===== config.mk =====
export PLATFORM = sky130hd
export DESIGN_NAME = mem_arbiter
export DESIGN_NICKNAME = d
export VERILOG_FILES = /design/src/rtl/mem_arbiter.sv
export SDC_FILE = /design/constraint.sdc
export NUM_CORES = 1
export LEC_CHECK = 0
export BUFFER_PORTS_ARGS = -buffer_cell sky130_fd_sc_hd__buf_2
export CAP_MARGIN = 10
export CORE_MARGIN = 5
export CORE_UTILIZATION = 48
export DETAILED_ROUTE_END_ITERATION = 8
export GPL_TIMING_DRIVEN = 0
export PLACE_DENSITY = 0.92
export SLEW_MARGIN = 25
export SYNTH_ARGS = -nofsm -noshare
export SYNTH_HDL_FRONTEND = slang
export SYNTH_SLANG_ARGS = --single-unit
export TNS_END_PERCENT = 50

===== constraint.sdc =====
create_clock -name clk -period 3.34 [get_ports clk]
set_input_delay 0.334 -clock clk [delete_from_list [all_inputs] [get_ports clk]]
set_output_delay 0.334 -clock clk [all_outputs]
set_load 0.05 [all_outputs]

===== src/rtl/mem_arbiter.sv =====
// mem_arbiter: two-port arbiter in front of a single-port synchronous memory.
// Port 0 is the CPU and port 1 is the debug/loader. Each access takes three
// cycles (IDLE -> ACCESS -> RESP), so at most one access completes every
// three cycles.
//
// Handshake: a requester holds req/we/addr/wdata stable until it sees its
// gnt pulse. gnt marks the single ACCESS cycle and done marks the single RESP
// cycle. A req still high after done counts as a new request. req is sampled
// only in IDLE.
//
// Configuration macro: MEM_ARBITER_FIXED_PRIO_EN
//   defined   -> port 0 always wins a tie
//   undefined -> round-robin on a 1-bit last_owner; after reset port 0 wins
//                the first tie
//
// Ports:
//   clk, rst_n              clock, asynchronous active-low reset
//   req0/1, we0/1           request, write(1)/read(0)
//   addr0/1, wdata0/1       access address and write data
//   gnt0/1, done0/1         access-cycle and completion pulses
//   rdata0/1                read data, held between reads on that port
//   mem_we/mem_addr/mem_data memory write enable, address and write data
//   mem_in                  memory read data, valid one clock after the address
//   busy                    high whenever the FSM is not in IDLE
//   o_dbg_state             current FSM state (0 IDLE, 1 ACCESS, 2 RESP)
module mem_arbiter #(
  parameter int ADDR_WIDTH = 6,
  parameter int DATA_WIDTH = 16
) (
  input  logic                  clk,
  input  logic                  rst_n,
  input  logic                  req0,
  input  logic                  req1,
  input  logic                  we0,
  input  logic                  we1,
  input  logic [ADDR_WIDTH-1:0] addr0,
  input  logic [ADDR_WIDTH-1:0] addr1,
  input  logic [DATA_WIDTH-1:0] wdata0,
  input  logic [DATA_WIDTH-1:0] wdata1,
  output logic                  gnt0,
  output logic                  gnt1,
  output logic                  done0,
  output logic                  done1,
  output logic [DATA_WIDTH-1:0] rdata0,
  output logic [DATA_WIDTH-1:0] rdata1,
  output logic                  mem_we,
  output logic [ADDR_WIDTH-1:0] mem_addr,
  output logic [DATA_WIDTH-1:0] mem_data,
  input  logic [DATA_WIDTH-1:0] mem_in,
  output logic                  busy,
  output logic [1:0]            o_dbg_state
);

  typedef enum logic [1:0] {
    ST_IDLE   = 2'd0,
    ST_ACCESS = 2'd1,
    ST_RESP   = 2'd2
  } state_t;

  state_t                r_state;
  state_t                w_next;
  logic                  r_owner;
  logic                  r_we;
  logic [ADDR_WIDTH-1:0] r_addr;
  logic [DATA_WIDTH-1:0] r_data;
  logic [DATA_WIDTH-1:0] r_rdata0;
  logic [DATA_WIDTH-1:0] r_rdata1;
  logic                  w_req_any;
  logic                  w_pick1;
  logic                  w_resp_rd;

`ifndef MEM_ARBITER_FIXED_PRIO_EN
  logic                  r_last_owner;
`endif

  assign w_req_any = req0 | req1;

`ifdef MEM_ARBITER_FIXED_PRIO_EN
  assign w_pick1 = req1 & ~req0;
`else
  // On a tie, port 1 wins only if port 0 was served last.
  assign w_pick1 = req1 & (~req0 | ~r_last_owner);
`endif

  always_ff @(posedge clk or negedge rst_n) begin
    if (!rst_n) begin
      r_state <= ST_IDLE;
    end else begin
      r_state <= w_next;
    end
  end

  always_comb begin
    w_next = r_state;
    case (r_state)
      ST_IDLE:   if (w_req_any) w_next = ST_ACCESS;
      ST_ACCESS: w_next = ST_RESP;
      ST_RESP:   w_next = ST_IDLE;
      default:   w_next = ST_IDLE;
    endcase
  end

  // A read's data arrives on mem_in during RESP; it is forwarded straight to
  // the owner's rdata and captured on the edge that leaves RESP.
  assign w_resp_rd = (r_state == ST_RESP) && !r_we;

  always_ff @(posedge clk or negedge rst_n) begin
    if (!rst_n) begin
      r_owner  <= 1'b0;
      r_we     <= 1'b0;
      r_addr   <= '0;
      r_data   <= '0;
      r_rdata0 <= '0;
      r_rdata1 <= '0;
`ifndef MEM_ARBITER_FIXED_PRIO_EN
      r_last_owner <= 1'b1;
`endif
    end else begin
      if (r_state == ST_IDLE && w_req_any) begin
        r_owner <= w_pick1;
        r_we    <= w_pick1 ? we1 : we0;
        r_addr  <= w_pick1 ? addr1 : addr0;
        r_data  <= w_pick1 ? wdata1 : wdata0;
`ifndef MEM_ARBITER_FIXED_PRIO_EN
        r_last_owner <= w_pick1;
`endif
      end
      if (w_resp_rd) begin
        if (r_owner) r_rdata1 <= mem_in;
        else         r_rdata0 <= mem_in;
      end
    end
  end

  always_comb begin
    gnt0   = 1'b0;
    gnt1   = 1'b0;
    done0  = 1'b0;
    done1  = 1'b0;
    mem_we = 1'b0;
    if (r_state == ST_ACCESS) begin
      gnt0   = ~r_owner;
      gnt1   = r_owner;
      // Gated by state so an asynchronous reset drops it at once.
      mem_we = r_we;
    end
    if (r_state == ST_RESP) begin
      done0 = ~r_owner;
      done1 = r_owner;
    end
  end

  assign rdata0      = (w_resp_rd && !r_owner) ? mem_in : r_rdata0;
  assign rdata1      = (w_resp_rd &&  r_owner) ? mem_in : r_rdata1;
  assign mem_addr    = r_addr;
  assign mem_data    = r_data;
  assign busy        = (r_state != ST_IDLE);
  assign o_dbg_state = r_state;

endmodule


-- Word-level counts from Yosys, hierarchy flattened
Index checks and enable logic that the tools add are counted.
- eq/ne operators: 3
- mux-type cells: 12
- reductions and logical operators: 10
- bitwise logic cells: 6
- operators by type and width (operator ; count):
    2-to-1 mux 16 bit ; 3
    2-to-1 mux 1 bit ; 6
    2-to-1 mux 6 bit ; 1
    logical AND 1 bit ; 4
    one-hot mux 2 bit (2 select lines) ; 1
    AND reduction 2 bit ; 2
    inverter 1 bit ; 3
    == test 2 x 1 -> 1 bit, second input constant ; 1
    == test 2 bit, second input constant ; 1
    zero test 1 bit ; 2
    zero test 2 bit ; 1
    2-to-1 mux 2 bit ; 1
    != test 2 bit, second input constant ; 1
    OR 1 bit ; 2
    nonzero test 2 bit ; 1
    bitwise AND 1 bit ; 1
- flip-flop bits (word level): 59
- word-level logic and storage cells: 39
- input bits: 66

-- Logic depth before layout (Yosys ltp)
- word-level depth: 4
- gate-level depth with buffers: 5
- mapped depth without buffers: 3

-- Worst setup path before layout
No wires, ideal clock.
- kind: register to output
- start point: reg r_state[1], in the netlist o_dbg_state[1]
- end point: out rdata0[10]
- arrival: 2.923 ns
- cell stages (with the launch flop): 6
- slack: 0.083 ns
- path buffers: 2
- cells stage by stage: dfrtp_1 -> nor3b_1 -> nor2b_1 -> buf_4 -> buf_6 -> mux2_2
- word-level cells in the longest chain between the ends: 4
- ends and longest elaborated chain (item ; RTL line ; source):
    start, declared ; 60 ; state_t r_state;
    start signal, assigned ; 89 ; r_state <= w_next;
    == test 2 bit ; 105 ; assign w_resp_rd = (r_state == ST_RESP) && !r_we;
    logical AND 1 bit ; 105 ;
    logical AND 1 bit ; 153 ; assign rdata0 = (w_resp_rd && !r_owner) ? mem_in : r_rdata0;
    2-to-1 mux 16 bit ; 153 ;
    end, declared ; 44 ; output logic [DATA_WIDTH-1:0] rdata0,
No other way between the ends.

-- Worst setup path in the final report
- start point: reg r_state[0], in the netlist o_dbg_state[0]
- end point: out rdata1[8]
- word-level cells in the longest chain between the ends: 4
- ends and longest elaborated chain (item ; RTL line ; source):
    == test 2 bit ; 105 ;
    logical AND 1 bit ; 105 ;
    logical AND 1 bit ; 154 ; assign rdata1 = (w_resp_rd && r_owner) ? mem_in : r_rdata1;
    2-to-1 mux 16 bit ; 154 ;
    end, declared ; 45 ; output logic [DATA_WIDTH-1:0] rdata1,
No other way between the ends.

==> metrics.txt <==
Setup Crit Path Kind flip-flop to output pin; crit-path max cell delay a little over 0.4 ns; Slew HR ~52%; number of global-route vias before repair around 2.2k; outcome finished, final reports clean; root buf cell clkbuf_8; quantity of hold-fixing buffers added after cts 0; die extent in x approximately 86 um; commonest non-fill, non-tap cell in the layout buf_2; Avg Inst Size Synth 15.6 um2; Worst Tran Pin Value just over 0.7 ns; layout cell share with drive strength beyond 1 between 70% and 80%; Longest Clk Path Bufs 2; leading cell types in the layout, fill and taps excluded buf_2, mux2_2, dfrtp_1; Max Cap Viol 0; ant diodes 0; Core ar. between 5000 and 6000 um2; setup bufs post-CTS 0; required time of the critical path ~3.0 ns; final wirelength 6430 um; Syn Inst Count between 150 and 200; Initial Utilization between 50% and 60%; CP most frequent cell buf_4; crit path capture type output pin; CP Launch Type flip-flop; Reg2Reg Capture Point mem_data[8]$_DFFE_PN0P_; pin count of the biggest net entering global routing 60; first-pass GRT wire length between 10000 and 15000 um; distinct cell type count after synthesis 19; Worst-path clk slew 0.06 ns; DRC 0; gr ovfl total 0; post-route ant nets 0; final worst-path cycle share between 70% and 80%; CTS sink cnt 59; DIE HEIGHT 86.2 um; setup tns final 0 ns; r2r startpoint o_dbg_state[0]$_DFFE_PN0P_; final setup violation count 0; Max Slew Vio Count 0; clk_lat worst skew roughly 0.32 ns; flop-to-flop setup slack between 1.5 and 2 ns; final hold vios 0; Area growth syn-to-layout 31.8%; nets@finish 383; fmax ~0.40 GHz; Mapped Area between 2000 and 3000 um2; RePlAce Congestion ~0.76; Wirelength per Cell between 15 and 20 um; Total Die Area around 7400 um2; Reg2Reg Depth 4; Syn Nets approximately 250; # resized after CTS 0; Hold Crit Class input port to asynchronous set/reset pin; critical path cell sequence and3b_1 -> nor2b_1 -> buf_4 -> buf_4 -> mux2_1 -> buf_2; # rows 27; CTS tree yes; Hold Slack 0.0814 ns; total CTS buffers 9; fillers 432; Initial DRT Pass Iterations 4; fin crit period roughly 2.5 ns; H-tree depth 3; dpl hpwl 4960 um; FF+latch count, synth between 50 and 60; Vias/cell between 5 and 6; port bufs between 100 and 150; Via Count around 2.0k; Syn. warnings 0; crit path DAT about 2.1 ns; RSZ-0062 raised after global routing false; Ports 128; sequential element share of the synthesized area 53.0%; Initial DRC Count 24; Fin Clk Skew ~0.0059 ns; Crit-path slowest cell dfrtp_1; CP Max Fanout 10; total global-route track usage between 10% and 20%; initial antenna violation count 0
==> per-stage QoR <==
step	std cells	util, %	cell area [um2]	setup WS (ns)
2_1_floorplan	179	-	2790	0.0833
3_3_place_gp	378	63.1	3520	1.22
3_5_place_dp	378	63.1	3520	1.19
4_1_cts	393	66.0	3680	0.822
5_1_grt	393	66.0	3680	0.708
6_report	393	66.0	3680	0.869
==> synth_stat cells (all sizes together) <==
cell type   n  area share, %
buf        10            3.0
inv         2           0.27
a31oi       1           0.22
and3b       1           0.31
a21oi       1           0.18
and2        2           0.45
nor2        1           0.13
nor3b       1           0.27
a21bo       1           0.36
nor2b       4           0.90
dfrtp      58             52
o21ai       1           0.18
o2bb2ai     1           0.31
dfstp       1           0.94
mux2       94             40
==> kinds of logic (layout without fill, tap and decap cells) <==
kind of cell	count (synthesis)	in the layout	share of synthesized area, %
compound gates	5	5	1.26
simple gates	9	9	2.06
mux	94	94	40.5
flops	59	59	53.0
buf+inv	12	154	3.23
==> critical path, delay by kind of cell (launching register included) <==
kind / cells / cell delay [ns]
buffers and inverters: 3 / 0.66
flip-flops: 1 / 0.41
multiplexers: 1 / 0.35
AND/OR/NAND/NOR: 2 / 0.39
==> sequential cells by signal (all words and copies together), names as in the netlist <==
| name | flops |
|---|---|
| r_rdata1 | 16 |
| r_we | 1 |
| r_rdata0 | 16 |
| r_owner | 1 |
| mem_addr | 6 |
| r_last_owner | 1 |
| mem_data | 16 |
| o_dbg_state | 2 |
==> routing by layer <==
layer,part of all wire (%),track usage [%],vias to the layer above
li1,-,-,921
met1,39,21.1,957
met2,51,32.0,86
met3,8.8,5.32,9
met4,1.4,7.08,0
met5,0,0,-
==> cell type report <==
type	instances	area (um2)	share of cell area, %
Sequential cell	59	1480	40.2
Multi-Input combinational cell	108	1220	33.2
Timing Repair Buffer	127	638	17.3
Clock buffer	12	145	3.95
Tap cell	72	90.1	2.45
Buffer	10	82.6	2.24
Clock inverter	3	15.0	0.408
Inverter	2	7.51	0.204
==> how the worst max path moves through the flow <==
stage / startpoint / endpoint / cells after the start
global placement: o_dbg_state[0]$_DFFE_PN0P_ / rdata1[4] / 6
detailed placement: o_dbg_state[0]$_DFFE_PN0P_ / rdata0[6] / 6
CTS: o_dbg_state[0]$_DFFE_PN0P_ / rdata0[6] / 6
finish: o_dbg_state[0]$_DFFE_PN0P_ / rdata1[8] / 6
global route: o_dbg_state[0]$_DFFE_PN0P_ / rdata0[12] / 6
floorplan: o_dbg_state[1]$_DFFE_PN0P_ / rdata0[10] / 5
Power is left out: the tool's default activity adds up to more than one toggle a clock period on the data nets, which glitch-free logic cannot reach.
